===== config.mk =====
export PLATFORM = sky130hd
export DESIGN_NAME = demux1x2_7bits_seq_flat
export DESIGN_NICKNAME = d
export VERILOG_FILES = /design/src/rtl/demux1x2_7bits_seq_if.sv /design/src/rtl/demux1x2_7bits_seq.sv /design/src/flat_wrapper.sv
export SDC_FILE = /design/constraint.sdc
export NUM_CORES = 1
export LEC_CHECK = 0
export CAP_MARGIN = 20
export CORE_MARGIN = 3
export CORE_UTILIZATION = 25
export CTS_CLUSTER_DIAMETER = 200
export CTS_CLUSTER_SIZE = 40
export DETAILED_ROUTE_END_ITERATION = 6
export PLACE_DENSITY = 0.61
export SLEW_MARGIN = 20
export SYNTH_ARGS = -nofsm -noshare
export SYNTH_HDL_FRONTEND = slang
export SYNTH_SLANG_ARGS = --single-unit
export TNS_END_PERCENT = 100

===== constraint.sdc =====
create_clock -name clk -period 3.3 [get_ports clk]
set_clock_uncertainty 0.1 [all_clocks]
set_input_delay 0.495 -clock clk [delete_from_list [all_inputs] [get_ports clk]]
set_output_delay 0.495 -clock clk [all_outputs]
set_load 0.02 [all_outputs]

===== src/rtl/demux1x2_7bits_seq_if.sv =====
// demux1x2_7bits_seq_if: word-in handshake and lane-pair-out handshake bundle
interface demux1x2_7bits_seq_if #(parameter int p_w = 7);
  logic [p_w-1:0] ent;
  logic           ent_valid;
  logic           ent_ready;
  logic           sel_mode;
  logic           sel;
  logic [p_w-1:0] out0;
  logic [p_w-1:0] out1;
  logic           out_valid;
  logic           out_ack;
  logic           err_overwrite;
  logic           lane;
  modport master (
    output ent, ent_valid, sel_mode, sel, out_ack,
    input  ent_ready, out0, out1, out_valid, err_overwrite, lane
  );
  modport slave (
    input  ent, ent_valid, sel_mode, sel, out_ack,
    output ent_ready, out0, out1, out_valid, err_overwrite, lane
  );
endinterface


===== src/rtl/demux1x2_7bits_seq.sv =====
// demux1x2_7bits_seq: distributes a 7-bit word stream into two registered lanes, presented as a pair
module demux1x2_7bits_seq (
  input logic clk,
  input logic rst,
  demux1x2_7bits_seq_if.slave bus
);
  typedef enum logic [1:0] {EMPTY, HALF0, HALF1, FULL} state_t;
  state_t state, state_n;
  logic [6:0] out0_q, out1_q;
  logic err_q, f0, f1, acc, tgt, ovw, nf0, nf1;
  always_comb begin
    f0 = state == HALF0 || state == FULL;
    f1 = state == HALF1 || state == FULL;
    acc = bus.ent_valid && state != FULL;
    tgt = bus.sel_mode ? bus.sel : f0;
    ovw = acc && (tgt ? f1 : f0);
    nf0 = f0 || (acc && !tgt);
    nf1 = f1 || (acc && tgt);
    state_n = (state == FULL) ? (bus.out_ack ? EMPTY : FULL) :
              (nf0 && nf1) ? FULL : nf0 ? HALF0 : nf1 ? HALF1 : EMPTY;
  end
  always_ff @(posedge clk) begin
    if (rst) begin
      state <= EMPTY;
      out0_q <= '0;
      out1_q <= '0;
      err_q <= 1'b0;
    end else begin
      state <= state_n;
      err_q <= ovw;
      if (acc && !tgt) out0_q <= bus.ent;
      if (acc && tgt) out1_q <= bus.ent;
    end
  end
  assign bus.ent_ready = state != FULL;
  assign bus.out_valid = state == FULL;
  assign bus.out0 = out0_q;
  assign bus.out1 = out1_q;
  assign bus.err_overwrite = err_q;
  assign bus.lane = f0;
endmodule


===== src/flat_wrapper.sv =====
// flat-port wrapper written by rule: the top's interface ports become plain ports
module demux1x2_7bits_seq_flat 
  (clk, rst, bus_ent, bus_ent_valid, bus_sel_mode, bus_sel, bus_out_ack, bus_ent_ready, bus_out0, bus_out1, bus_out_valid, bus_err_overwrite, bus_lane);
  demux1x2_7bits_seq_if bus_i ();
  input logic clk;
  input logic rst;
  input wire logic [$bits(bus_i.ent)-1:0] bus_ent;
  input wire logic [$bits(bus_i.ent_valid)-1:0] bus_ent_valid;
  input wire logic [$bits(bus_i.sel_mode)-1:0] bus_sel_mode;
  input wire logic [$bits(bus_i.sel)-1:0] bus_sel;
  input wire logic [$bits(bus_i.out_ack)-1:0] bus_out_ack;
  output wire logic [$bits(bus_i.ent_ready)-1:0] bus_ent_ready;
  output wire logic [$bits(bus_i.out0)-1:0] bus_out0;
  output wire logic [$bits(bus_i.out1)-1:0] bus_out1;
  output wire logic [$bits(bus_i.out_valid)-1:0] bus_out_valid;
  output wire logic [$bits(bus_i.err_overwrite)-1:0] bus_err_overwrite;
  output wire logic [$bits(bus_i.lane)-1:0] bus_lane;
  assign bus_i.ent = bus_ent;
  assign bus_i.ent_valid = bus_ent_valid;
  assign bus_i.sel_mode = bus_sel_mode;
  assign bus_i.sel = bus_sel;
  assign bus_i.out_ack = bus_out_ack;
  assign bus_ent_ready = bus_i.ent_ready;
  assign bus_out0 = bus_i.out0;
  assign bus_out1 = bus_i.out1;
  assign bus_out_valid = bus_i.out_valid;
  assign bus_err_overwrite = bus_i.err_overwrite;
  assign bus_lane = bus_i.lane;
  demux1x2_7bits_seq u_core (.clk(clk), .rst(rst), .bus(bus_i));
endmodule

==> Word-level counts from Yosys, hierarchy flattened <==
Index checks and enable logic that the tools add are counted.
{ "totals": {"output_inout_bits": 18, "wordCells": 25, "input_bits": 13, "reg_bits": 17} }
{ "classes": {"n_eq_ne": 4, "n_reduce_logical": 10, "n_mux": 7} }
{ "op_table": {"columns": ["operator", "n"], "rows": [
  ["two-way mux 2 bit", 5],
  ["logical AND 1 bit", 5],
  ["equality test 2 bit, second input constant", 2],
  ["logical OR 1 bit", 4],
  ["equality test 2 x 1 -> 1 bit, second input constant", 1],
  ["two-way mux 1 bit", 2],
  ["!= test 2 bit, second input constant", 1],
  ["zero test 1 bit", 1]
]} }

==> Logic depth before layout (Yosys ltp) <==
{ "depth": {"word_depth": 9, "depth_mapped": 4, "ltp_nobuf": 3} }

==> Worst setup path before layout <==
Ideal clock, no wire load.
{ "synth_timing": {"kind": "reg-to-output", "start": "register u_core.state[0]", "end": "output port bus_out_valid", "stages_incl_launch_ff": 3, "t_required_ps": 2705, "setup_slack_ps": 1934, "path_buffers": 0, "t_arrival_ps": 771, "path_cell_list": "dfxtp_1 -> nand2_2 -> inv_1"} }
{ "synth_via": {"elab_chain_len": 1} }
{ "synth_rtl": {"columns": ["element", "line", "text"], "rows": [
  ["start, declared", "demux1x2_7bits_seq.sv:8", "state_t state, state_n;"],
  ["start signal, assigned", "demux1x2_7bits_seq.sv:29", "state <= state_n;"],
  ["equality test 2 bit", "demux1x2_7bits_seq.sv:36", "assign bus.out_valid = state == FULL;"],
  ["end, declared", "flat_wrapper.sv:15", "output wire logic [$bits(bus_i.out_valid)-1:0] bus_out_valid;"]
]} }
Every way passes these cells.

==> Final worst setup path <==
Ends and elaborated chain as after synthesis.

==> impl_results.rst <==
.. list-table::
   :header-rows: 1

   * - Metric
     - Value
   * - Worst hold path endpoint
     - u_core.bus.out0[2]
   * - Std cell rows
     - 18
   * - Area enclosed by the die boundary
     - 3518 um2
   * - Mean Syn Cell Area
     - 9.604 um2
   * - Sequential Power Share
     - 51.7%
   * - Post-Route WL
     - 1.637 mm
   * - Aggregate global routing overflow
     - 0
   * - Number of antenna violations at the first check in global routing
     - 0
   * - Number of cells traversed by the worst hold path
     - 2
   * - Fill cell count
     - 272
   * - Sw frac
     - 28.18%
   * - Average detailed-routed wire length per instance
     - 12.13 um
   * - Share of the synthesized area in the top cell type
     - 47.89%
   * - TritonCTS clock tree
     - done
   * - Commonest cells after routing, fill and taps aside
     - sky130_fd_sc_hd__clkdlybuf4s50_1 (30), sky130_fd_sc_hd__nand2_1 (26), sky130_fd_sc_hd__dfxtp_1 (17), sky130_fd_sc_hd__mux2i_1 (14), sky130_fd_sc_hd__clkbuf_4 (3)
   * - Nets@finish
     - 119
   * - Hold Slack
     - 0.3657 ns
   * - Data required time at the worst endpoint
     - 2.70 ns
   * - Post-DR vias/cell
     - 4.481
   * - Fraction of layout cells with a size suffix above 1
     - 10.48%
   * - Worst setup margin
     - 1.127 ns
   * - F_max
     - 460.2 MHz
   * - Total area of multi-input combinational cells
     - 347.8 um2
   * - Sum of net half-perimeters after detailed placement
     - 1.296 mm
   * - Post-Place Worst Slack
     - 1.364 ns
   * - Global-route usage over all layers
     - 9.946%
   * - Top Layer Used
     - met4
   * - Post-CTS Setup Inserts
     - 0
   * - Internal portion of total power
     - 0.3170 mW
   * - Global-route wire length before repair
     - 2.546 mm
   * - Critical path arrival
     - 1.58 ns
   * - Status
     - finished clean
   * - Number of placed I/O pins
     - 31
   * - Shortest period the worst path allows
     - 2.173 ns
   * - Origin of the worst min-delay path
     - u_core.bus.out0[2]
   * - Count of synthesis-stage warnings from yosys
     - 0
   * - Area leader, netlist
     - sky130_fd_sc_hd__dfxtp_1
   * - Flop2flop setup slack
     - 1.99 ns
   * - Pwr/cell area
     - 414.5 nW/um2
   * - DRT Pass-1 Iters
     - 4
   * - Via count of the first global-routing pass
     - 595
   * - Delay of the slowest cell on the worst path
     - 0.59 ns
   * - Headroom to the max-slew limit
     - 60.76%
   * - Sinks on the clock net
     - 17
   * - Clock edge transition at the registers on the reported setup and hold paths
     - 0.11 ns
   * - Switching power
     - 0.1244 mW
   * - Hold bufs inserted after CTS
     - 0
   * - Met2 wire length
     - 801 um
   * - Slowest cell on the critical path
     - sky130_fd_sc_hd__clkdlybuf4s50_1
   * - Synthesis-stage register bit count
     - 17
   * - Accumulated negative setup slack
     - 0 ns
   * - Chip height
     - 59.32 um
   * - Combinational share of power
     - 23.2%
   * - First-iteration detailed-routing DRC count
     - 23
   * - Ant diodes
     - 0
   * - Clock root buffer
     - sky130_fd_sc_hd__clkbuf_4
   * - Register Area
     - 340.3 um2
   * - Critical path startpoint category
     - register
   * - Share of power burned in the clock network
     - 25.1%
   * - IR Drop Worst-Case VDD
     - 0.2683 mV
   * - Total vias in the final route
     - 605
   * - Cell count of the worst reg-to-reg path
     - 2
   * - Leak pwr
     - 0.4324 nW
   * - Length of routed met3 wiring
     - 117 um
   * - Wire length the detailed router placed on met1
     - 693 um
   * - Clock insertion delay at the later pin of the skew report
     - 0.29 ns
   * - Actual slew at the worst max-slew pin
     - 0.5880 ns
   * - Post-synthesis net count
     - 87
   * - Share of synthesized area occupied by flip-flops and latches
     - 47.89%
   * - Number of levels the H-tree was split into
     - 1
   * - Unique masters post-synth
     - 16
   * - Crit Path Category
     - reg -> out
   * - TritonCTS Buffers
     - 3
   * - Final period util
     - 65.85%
   * - Placeable core region
     - 2590 um2
   * - Path type of the worst min-delay path
     - reg -> reg
   * - Setup repair after global routing missed its margin
     - false
   * - Largest net degree at the start of global routing
     - 23
   * - Post-route DRC violation count
     - 0
   * - Commonest non-fill, non-tap cell in the layout
     - sky130_fd_sc_hd__clkdlybuf4s50_1
   * - Number of buffers between clock root and the deepest sink
     - 2
   * - CP endpoint kind
     - output port
   * - Cells traversed along the worst timing path
     - nand2_2 > inv_1 > clkdlybuf4s50_1
   * - Count of mapped cells out of synthesis
     - 74
   * - Chip width
     - 59.32 um
   * - Fin util
     - 41.11%
   * - Layout overhead on the synthesized area
     - 49.82%
   * - Max-slew violation count
     - 0
   * - Area contributors post-synth
     - sky130_fd_sc_hd__dfxtp_1 (48%), sky130_fd_sc_hd__mux2i_1 (20%), sky130_fd_sc_hd__nand2_1 (14%), sky130_fd_sc_hd__o21ai_4 (2.3%), sky130_fd_sc_hd__o2111ai_2 (2.1%)
   * - Max-cap viol count
     - 0
   * - RD Place Congestion
     - 0.7968
   * - Initial Util
     - 27.44%
   * - Crit Path Max Fanout
     - 7
   * - Destination of the worst register-to-register timing path
     - u_core.bus.out1[3]
   * - Area of the mapped netlist
     - 710.7 um2
   * - Resized cells post-CTS
     - 0
   * - Port Buffers
     - 30
   * - Reg-to-reg startpoint
     - u_core.state[0]
   * - Post-detailed-route count of antenna-violating nets
     - 0
   * - Endpoints failing setup
     - 0
   * - Final hold violations
     - 0
## worst max-delay path by stage
stage	from	end	cells past startpoint	slack, ns
global route	u_core.state[0]	bus_out_valid	3	1.03
global placement	rst	u_core.bus.out0[4]	4	1.40
CTS	u_core.state[0]	bus_out_valid	3	1.10
floorplan	u_core.state[0]	bus_out_valid	2	1.93
finish	u_core.state[0]	bus_out_valid	3	1.13
detailed placement	rst	u_core.bus.out0[6]	4	1.36
## state kept, by name, summed over array words and instances, names as in the netlist
name                      count
u_core.bus.out0               7
u_core.state                  2
u_core.bus.out1               7
u_core.bus.err_overwrite      1
## cells by family (layout without fill, tap and decap cells)
| group | count (synthesis) | after routing | synth area share, % |
|---|---|---|---|
| AO/OA/AOI/OAI | 8 | 8 | 12.32 |
| multiplexers | 14 | 14 | 19.72 |
| AND/OR/NAND/NOR | 29 | 29 | 16.90 |
| flip-flops | 17 | 17 | 47.89 |
| buffers and inverters | 6 | 37 | 3.169 |
## cell type report
cell class | count | share of cell area [%]
sequential | 17 | 31.96
tap | 30 | 3.525
multi-input combinational | 51 | 32.67
timing repair buffer | 30 | 28.20
clock buffer | 3 | 2.115
clock inverter | 1 | 0.4700
inverter | 3 | 1.058
## metal layers
layer | up-vias | track usage [%]
met5 | - | 0
met1 | 267 | 11.73
li1 | 311 | -
met4 | 0 | 3.883
met3 | 2 | 4.139
met2 | 25 | 15.91
## synth_stat cells
cell,count
sky130_fd_sc_hd__a21boi_2,1
sky130_fd_sc_hd__o21ai_4,1
sky130_fd_sc_hd__o2111a_1,1
sky130_fd_sc_hd__clkbuf_1,3
sky130_fd_sc_hd__mux2i_1,14
sky130_fd_sc_hd__inv_1,2
sky130_fd_sc_hd__nand2_2,1
sky130_fd_sc_hd__and2b_4,1
sky130_fd_sc_hd__nand2_1,26
sky130_fd_sc_hd__o21a_4,1
sky130_fd_sc_hd__nand2b_1,1
sky130_fd_sc_hd__inv_2,1
sky130_fd_sc_hd__o2111ai_2,1
sky130_fd_sc_hd__dfxtp_1,17
sky130_fd_sc_hd__o32ai_1,1
sky130_fd_sc_hd__a21oi_1,2
## power groups by stage
stage	combinational, mW	clock, mW	sequential, mW
detailed placement	0.103	0	0.233
global route	0.110	0.121	0.230
CTS	0.104	0.116	0.229
global placement	0.102	0	0.233
finish	0.102	0.111	0.228
floorplan	0.0412	0	0.246
## metrics by stage
| step | power (mW) | cell area, um2 | instances |
|---|---|---|---|
| CTS | 0.4484 | 1065 | 135 |
| global route | 0.4618 | 1065 | 135 |
| detailed placement | 0.3362 | 1037 | 131 |
| floorplan | 0.2871 | 710.7 | 74 |
| global placement | 0.3348 | 1037 | 131 |
| finish | 0.4413 | 1065 | 135 |
## critical path, delay by kind of cell, from the launching register on
kind | cells | cell delay (ns)
buffers and inverters | 2 | 0.66
DFF | 1 | 0.49
and+or+nand+nor | 1 | 0.13
No activity file was read; power rests on OpenSTA's default activity.
